[config.mk]
export PLATFORM = sky130hd
export DESIGN_NAME = dm_arbiter_flat
export DESIGN_NICKNAME = d
export VERILOG_FILES = /design/src/rtl/dm_arbiter_pkg.sv /design/src/rtl/dm_arbiter_if.sv /design/src/rtl/dm_arbiter_rr_arb2.sv /design/src/rtl/dm_arbiter.sv /design/src/flat_wrapper.sv
export SDC_FILE = /design/constraint.sdc
export NUM_CORES = 1
export LEC_CHECK = 0
export BUFFER_PORTS_ARGS = -buffer_cell sky130_fd_sc_hd__buf_2
export CAP_MARGIN = 20
export CORE_AREA = 2 2 116 118
export CTS_BUF_LIST = sky130_fd_sc_hd__clkbuf_4 sky130_fd_sc_hd__clkbuf_8
export DETAILED_ROUTE_END_ITERATION = 8
export DIE_AREA = 0 0 118 120
export SLEW_MARGIN = 20
export SYNTH_ARGS = -nofsm -noshare
export SYNTH_HDL_FRONTEND = slang
export SYNTH_HIERARCHICAL = 1
export SYNTH_SLANG_ARGS = --single-unit
[constraint.sdc]
create_clock -name clk -period 2.7 [get_ports clk]
set_clock_uncertainty 0.05 [all_clocks]
set_input_delay 0.405 -clock clk [delete_from_list [all_inputs] [get_ports clk]]
set_output_delay 0.405 -clock clk [all_outputs]
set_load 0.01 [all_outputs]
[src/rtl/dm_arbiter_pkg.sv]
// Shared constants for the data-memory arbiter: geometry defaults,
// sequencer state encoding and requester indices.
package dm_arbiter_pkg;

  localparam int unsigned DM_DEPTH = 256;
  localparam int unsigned DM_AW    = 8;
  localparam int unsigned DM_DW    = 32;

  localparam logic [0:0] ST_CLEAR = 1'b0;
  localparam logic [0:0] ST_ARB   = 1'b1;

  localparam int unsigned REQ_CPU = 0;
  localparam int unsigned REQ_DBG = 1;

endpackage

[src/rtl/dm_arbiter_if.sv]
// Single requester port of the data-memory arbiter: request/grant handshake
// plus registered read-return.
interface dm_arbiter_if
  import dm_arbiter_pkg::*;
#(
  parameter int unsigned DW = DM_DW
) ();

  logic          req;
  logic          we;
  logic [31:0]   addr;
  logic [DW-1:0] wdata;
  logic          gnt;
  logic          rvalid;
  logic [DW-1:0] rdata;

  modport master (
    output req, we, addr, wdata,
    input  gnt, rvalid, rdata
  );

  modport slave (
    input  req, we, addr, wdata,
    output gnt, rvalid, rdata
  );

endinterface

[src/rtl/dm_arbiter_rr_arb2.sv]
// Two-way round-robin arbiter: combinational grant, pointer moves to the
// loser after every grant so a persistent requester alternates fairly.
module rr_arb2 (
  input  logic       clk,
  input  logic       rst,
  input  logic       en_i,
  input  logic [1:0] req_i,
  output logic [1:0] gnt_o
);

  logic ptr_q, ptr_d;

  always_comb begin
    gnt_o[0] = en_i && req_i[0] && (!req_i[1] || !ptr_q);
    gnt_o[1] = en_i && req_i[1] && (!req_i[0] ||  ptr_q);
    ptr_d    = ptr_q;
    if (gnt_o[0])      ptr_d = 1'b1;
    else if (gnt_o[1]) ptr_d = 1'b0;
  end

  always_ff @(posedge clk) begin
    if (rst) ptr_q <= 1'b0;
    else     ptr_q <= ptr_d;
  end

endmodule

[src/rtl/dm_arbiter.sv]
// Data-memory front end: zero-fill sweep after reset, then round-robin
// sharing between CPU (m0) and debug loader (m1) with registered read return.
module dm_arbiter
  import dm_arbiter_pkg::*;
#(
  parameter int unsigned DEPTH          = DM_DEPTH,
  parameter int unsigned AW             = DM_AW,
  parameter int unsigned DW             = DM_DW,
  parameter bit          CLEAR_ON_RESET = 1'b1
) (
  input  logic          clk,
  input  logic          rst,
  dm_arbiter_if.slave   m0,
  dm_arbiter_if.slave   m1,
  output logic          dm_memWrite,
  output logic [31:0]   dm_addr,
  output logic [DW-1:0] dm_data_in,
  input  logic [DW-1:0] dm_out,
  output logic          init_done
);

  logic [0:0]    state_q, state_d;
  logic [AW-1:0] clr_cnt_q, clr_cnt_d;
  logic          init_done_q, init_done_d;
  logic [1:0]    req, gnt;
  logic          arb_en;
  logic [1:0]    rvalid_q;
  logic [DW-1:0] rdata0_q, rdata1_q;
  logic          unused_addr_hi;

  assign req[REQ_CPU] = m0.req;
  assign req[REQ_DBG] = m1.req;
  assign arb_en       = (state_q == ST_ARB) && !rst;

  rr_arb2 u_rr_arb2 (
    .clk   (clk),
    .rst   (rst),
    .en_i  (arb_en),
    .req_i (req),
    .gnt_o (gnt)
  );

  always_comb begin
    state_d     = state_q;
    clr_cnt_d   = clr_cnt_q;
    init_done_d = init_done_q;
    dm_memWrite = 1'b0;
    dm_addr     = '0;
    dm_data_in  = '0;
    if (state_q == ST_CLEAR) begin
      dm_memWrite = !rst;
      dm_addr     = 32'(clr_cnt_q);
      clr_cnt_d   = clr_cnt_q + 1'b1;
      if (clr_cnt_q == AW'(DEPTH - 1)) begin
        state_d     = ST_ARB;
        init_done_d = 1'b1;
      end
    end else begin
      init_done_d = 1'b1;
      if (gnt[REQ_DBG]) begin
        dm_memWrite = m1.we;
        dm_addr     = 32'(m1.addr[AW-1:0]);
        dm_data_in  = m1.wdata;
      end else if (gnt[REQ_CPU]) begin
        dm_memWrite = m0.we;
        dm_addr     = 32'(m0.addr[AW-1:0]);
        dm_data_in  = m0.wdata;
      end
    end
  end

  always_ff @(posedge clk) begin
    if (rst) begin
      state_q     <= CLEAR_ON_RESET ? ST_CLEAR : ST_ARB;
      clr_cnt_q   <= '0;
      init_done_q <= 1'b0;
      rvalid_q    <= '0;
      rdata0_q    <= '0;
      rdata1_q    <= '0;
    end else begin
      state_q     <= state_d;
      clr_cnt_q   <= clr_cnt_d;
      init_done_q <= init_done_d;
      rvalid_q[0] <= gnt[REQ_CPU] && !m0.we;
      rvalid_q[1] <= gnt[REQ_DBG] && !m1.we;
      if (gnt[REQ_CPU] && !m0.we) rdata0_q <= dm_out;
      if (gnt[REQ_DBG] && !m1.we) rdata1_q <= dm_out;
    end
  end

  // rvalid is masked by rst so a reset in the return cycle drops the pulse
  assign m0.gnt    = gnt[REQ_CPU];
  assign m1.gnt    = gnt[REQ_DBG];
  assign m0.rvalid = rvalid_q[0] && !rst;
  assign m1.rvalid = rvalid_q[1] && !rst;
  assign m0.rdata  = rdata0_q;
  assign m1.rdata  = rdata1_q;
  assign init_done = init_done_q;

  assign unused_addr_hi = ^{m0.addr[31:AW], m1.addr[31:AW]};

endmodule

[src/flat_wrapper.sv]
// flat-port wrapper written by rule: the top's interface ports become plain ports
module dm_arbiter_flat import dm_arbiter_pkg::*;
#(
  parameter int unsigned DEPTH          = DM_DEPTH,
  parameter int unsigned AW             = DM_AW,
  parameter int unsigned DW             = DM_DW,
  parameter bit          CLEAR_ON_RESET = 1'b1
)
  (clk, rst, dm_memWrite, dm_addr, dm_data_in, dm_out, init_done, m0_req, m0_we, m0_addr, m0_wdata, m0_gnt, m0_rvalid, m0_rdata, m1_req, m1_we, m1_addr, m1_wdata, m1_gnt, m1_rvalid, m1_rdata);
  dm_arbiter_if #(.DW(DW)) m0_i ();
  dm_arbiter_if #(.DW(DW)) m1_i ();
  input  logic clk;
  input  logic rst;
  output logic dm_memWrite;
  output logic [31:0] dm_addr;
  output logic [DW-1:0] dm_data_in;
  input  logic [DW-1:0] dm_out;
  output logic init_done;
  input wire logic [$bits(m0_i.req)-1:0] m0_req;
  input wire logic [$bits(m0_i.we)-1:0] m0_we;
  input wire logic [$bits(m0_i.addr)-1:0] m0_addr;
  input wire logic [$bits(m0_i.wdata)-1:0] m0_wdata;
  output wire logic [$bits(m0_i.gnt)-1:0] m0_gnt;
  output wire logic [$bits(m0_i.rvalid)-1:0] m0_rvalid;
  output wire logic [$bits(m0_i.rdata)-1:0] m0_rdata;
  input wire logic [$bits(m1_i.req)-1:0] m1_req;
  input wire logic [$bits(m1_i.we)-1:0] m1_we;
  input wire logic [$bits(m1_i.addr)-1:0] m1_addr;
  input wire logic [$bits(m1_i.wdata)-1:0] m1_wdata;
  output wire logic [$bits(m1_i.gnt)-1:0] m1_gnt;
  output wire logic [$bits(m1_i.rvalid)-1:0] m1_rvalid;
  output wire logic [$bits(m1_i.rdata)-1:0] m1_rdata;
  assign m0_i.req = m0_req;
  assign m0_i.we = m0_we;
  assign m0_i.addr = m0_addr;
  assign m0_i.wdata = m0_wdata;
  assign m0_gnt = m0_i.gnt;
  assign m0_rvalid = m0_i.rvalid;
  assign m0_rdata = m0_i.rdata;
  assign m1_i.req = m1_req;
  assign m1_i.we = m1_we;
  assign m1_i.addr = m1_addr;
  assign m1_i.wdata = m1_wdata;
  assign m1_gnt = m1_i.gnt;
  assign m1_rvalid = m1_i.rvalid;
  assign m1_rdata = m1_i.rdata;
  dm_arbiter #(.DEPTH(DEPTH), .AW(AW), .DW(DW), .CLEAR_ON_RESET(CLEAR_ON_RESET)) u_core (.clk(clk), .rst(rst), .m0(m0_i), .m1(m1_i), .dm_memWrite(dm_memWrite), .dm_addr(dm_addr), .dm_data_in(dm_data_in), .dm_out(dm_out), .init_done(init_done));
endmodule
==> results.py <==
metrics = {
    "die": {
        "chipHeight_microns": 120,
        "start_util_pct": 27.37,
        "fp.dieW_microns": 118,
        "coreArea_sq_um": 12980,
        "die_area_sq_um": 14160,
        "io_pins": 300,
        "rows": 42,
    },
    "timing": {
        "holdWs_ns": 0.2372,
        "period_needed_ns": 2.409,
        "tightest_slew_ns": 0.8464,
        "slew_violations": 0,
        "finalSetupViolCount": 0,
        "fin_ws_ns": 0.2906,
        "fin_setup_tns_ns": 0,
        "rsz0062_at_grt": "false",
        "fmax_mhz": 415.0,
        "fin_crit_sh_pct": 89.24,
        "finalHoldViolations": 0,
        "slew-limit-headroom_pct": 43.57,
    },
    "drt": {
        "viasPerCell": 4.389,
        "vias": 3788,
        "drt_iter0_drc": 139,
        "drtPass1Iterations": 4,
        "wl_met1_microns": 4729,
        "routedWlPerCell_microns": 13.48,
        "ant_nets": 0,
        "wl_met2_microns": 5750,
        "drc": 0,
        "wl_met3_microns": 908,
        "finalWirelength_microns": 11640,
        "top_layer_used": "met4",
    },
    "worst_setup_path": {
        "cp-end-kind": "output pin",
        "critPathLaunchType": "register",
        "r2r_setup_slack_ns": 0.88,
        "cp-startpoint": "u_core/state_q",
        "crit_path_max_fanout": 40,
        "cp_data_required_time_ns": 2.25,
        "arrival_ns": 1.95,
        "r2r_cells": 8,
        "endpoint": "dm_data_in[31]",
        "crit-reg2reg-launch": "u_core/state_q",
        "r2r-end": "u_core/m1.rdata[30]",
        "critical_path_class": "reg2out",
    },
    "cells_and_area": {
        "final_common_cell": "buf_2",
        "fin_cells": 863,
        "insertedDiodeCount": 0,
        "fillers": 1470,
        "layout-drive-gt1-share_pct": 38.14,
        "fin_nets": 849,
        "area_delta_synth_final_pct": 38.64,
        "multiInputGateArea_sq_um": 1728,
        "final_cell_mix": "227 x buf_2, 132 x nand2_1, 77 x dfxtp_1",
        "seqCellArea_sq_um": 1541,
    },
    "synth": {
        "synth_top_flop_cell": "dfxtp_1",
        "ys_ff_latch": 77,
        "synthArstFlopShare_pct": 0,
        "syn-cell-area_sq_um": 3552,
        "syn_inst": 476,
        "yosysSeqAreaShare_pct": 43.40,
        "synth_warnings": 6,
        "syn_avg_cell_area_sq_um": 7.463,
        "synth-edff-count": 0,
        "yosys.cell_types.count": 30,
    },
    "global_route": {
        "grt_max_degree": 82,
        "antenna_found_initial": 0,
        "grt_pass1_wl_microns": 17980,
        "overflow": 0,
        "grt_pass1_vias": 3550,
        "track_usage_pct": 16.02,
    },
    "placement": {
        "io_buffers": 227,
        "post-place-cells": 847,
        "place_ws_ns": 0.4186,
        "hpwl_microns": 8495,
        "routabilityCongestion": 0.7633,
    },
    "power": {
        "power_mw": 2.075,
        "power.density_nw_per_um2": 421.3,
        "p_leak_nw": 2.250,
        "ir_worst_vdd_mv": 0.1574,
    },
    "run": {
        "cap_violations": 0,
    },
    "clock_network": {
        "cts_root_buf": "clkbuf_8",
        "cts_setup_buffers": 0,
        "clock_latency_ns": 0.35,
        "clkTransAtPathRegs_ns": 0.09,
        "clk_path_buf_depth": 2,
        "cts_tree": "built",
        "clock-sinks": 77,
        "cts_max_level": 3,
        "cts_made_buffers": 9,
    },
    "worst_hold_path": {
        "min_path_cells": 3,
        "hp-class": "in2reg",
    },
    "outcome": {
        "outcome": "complete, no violations",
    },
}
-- critical path, cell delays in order (launching register included) --
cell and delay (ns):
dfxtp_1 0.34, nor2b_2 0.20, nand2_1 0.07, a21oi_1 0.15, nor2b_2 0.22, buf_12 0.22, a22oi_1 0.12, nor2b_1 0.14
buf_2 0.14
-- worst min path at each step --
stage,from,to,slack (ns)
global route,dm_out[25],u_core/m0.rdata[25],0.21
detailed placement,u_core/init_done,u_core/init_done,0.39
floorplan,u_core/clr_cnt_q[7],u_core/clr_cnt_q[7],0.42
global placement,u_core/init_done,u_core/init_done,0.38
CTS,dm_out[0],u_core/m0.rdata[0],0.21
finish,dm_out[0],u_core/m0.rdata[0],0.24
-- sequential cells by signal, summed over array words and instances (netlist names) --
register                flops
u_core/m0.rdata            32
u_core/u_rr_arb2/ptr_q      1
u_core/clr_cnt_q            8
u_core/init_done            1
u_core/m1.rdata            32
u_core/state_q              1
u_core/rvalid_q             2
-- per-stage QoR --
stage,instance area [sq um],util (%)
2_1_floorplan,3638,-
3_3_place_gp,4747,36.57
3_5_place_dp,4747,36.57
4_1_cts,4922,37.92
5_1_grt,4925,37.94
6_report,4925,37.94
-- repair_timing --
| action | 4_1_cts | 5_1_grt |
|---|---|---|
| hold buffers | 0 | 0 |
| setup endpoints to repair | 0 | 2 |
| resized for setup | 0 | 1 |
-- power by group --
part	internal [mW]	switching, mW	total, mW
clock	0.336	0.442	0.778
sequential	1.14	0.00741	1.15
combinational	0.0715	0.0802	0.152
-- layer usage --
metal	vias to the layer above	track usage, %
met4	0	5.949
met1	1672	18.48
met5	-	0
met2	157	27.91
li1	1940	-
met3	19	4.943
-- cell usage after synthesis (all sizes together), types with 3 or more instances --
master  count  area [sq um]
a21oi      71         355.3
buf        48         315.3
nor2b       9         56.30
a221oi      8         70.07
inv         3         11.26
a22oi      32         240.2
xor2        3         26.28
dfxtp      77          1541
clkbuf     17         63.81
nand2     132         495.5
nor2       55         206.5
and3        3         21.27
-- area by class of cell --
type / instances / share of cell area, %
sequential: 77 / 31.30
tap: 176 / 4.472
multi-input combinational: 354 / 35.09
inverter: 3 / 0.2287
clock inverter: 7 / 1.042
clock buffer: 9 / 2.515
timing repair buffer: 237 / 25.36
-- cells by family after synthesis --
group	after synthesis	synth area share (%)
AOI/OAI and AO/OA	116	19.62
muxes	2	0.5988
DFF	77	43.40
adders and majority gates	1	0.3522
other	1	0.1056
buffers and inverters	68	10.99
and+or+nand+nor	207	23.95
xor gates and xnor gates	4	0.9864
(Power assumes the default switching activity.)
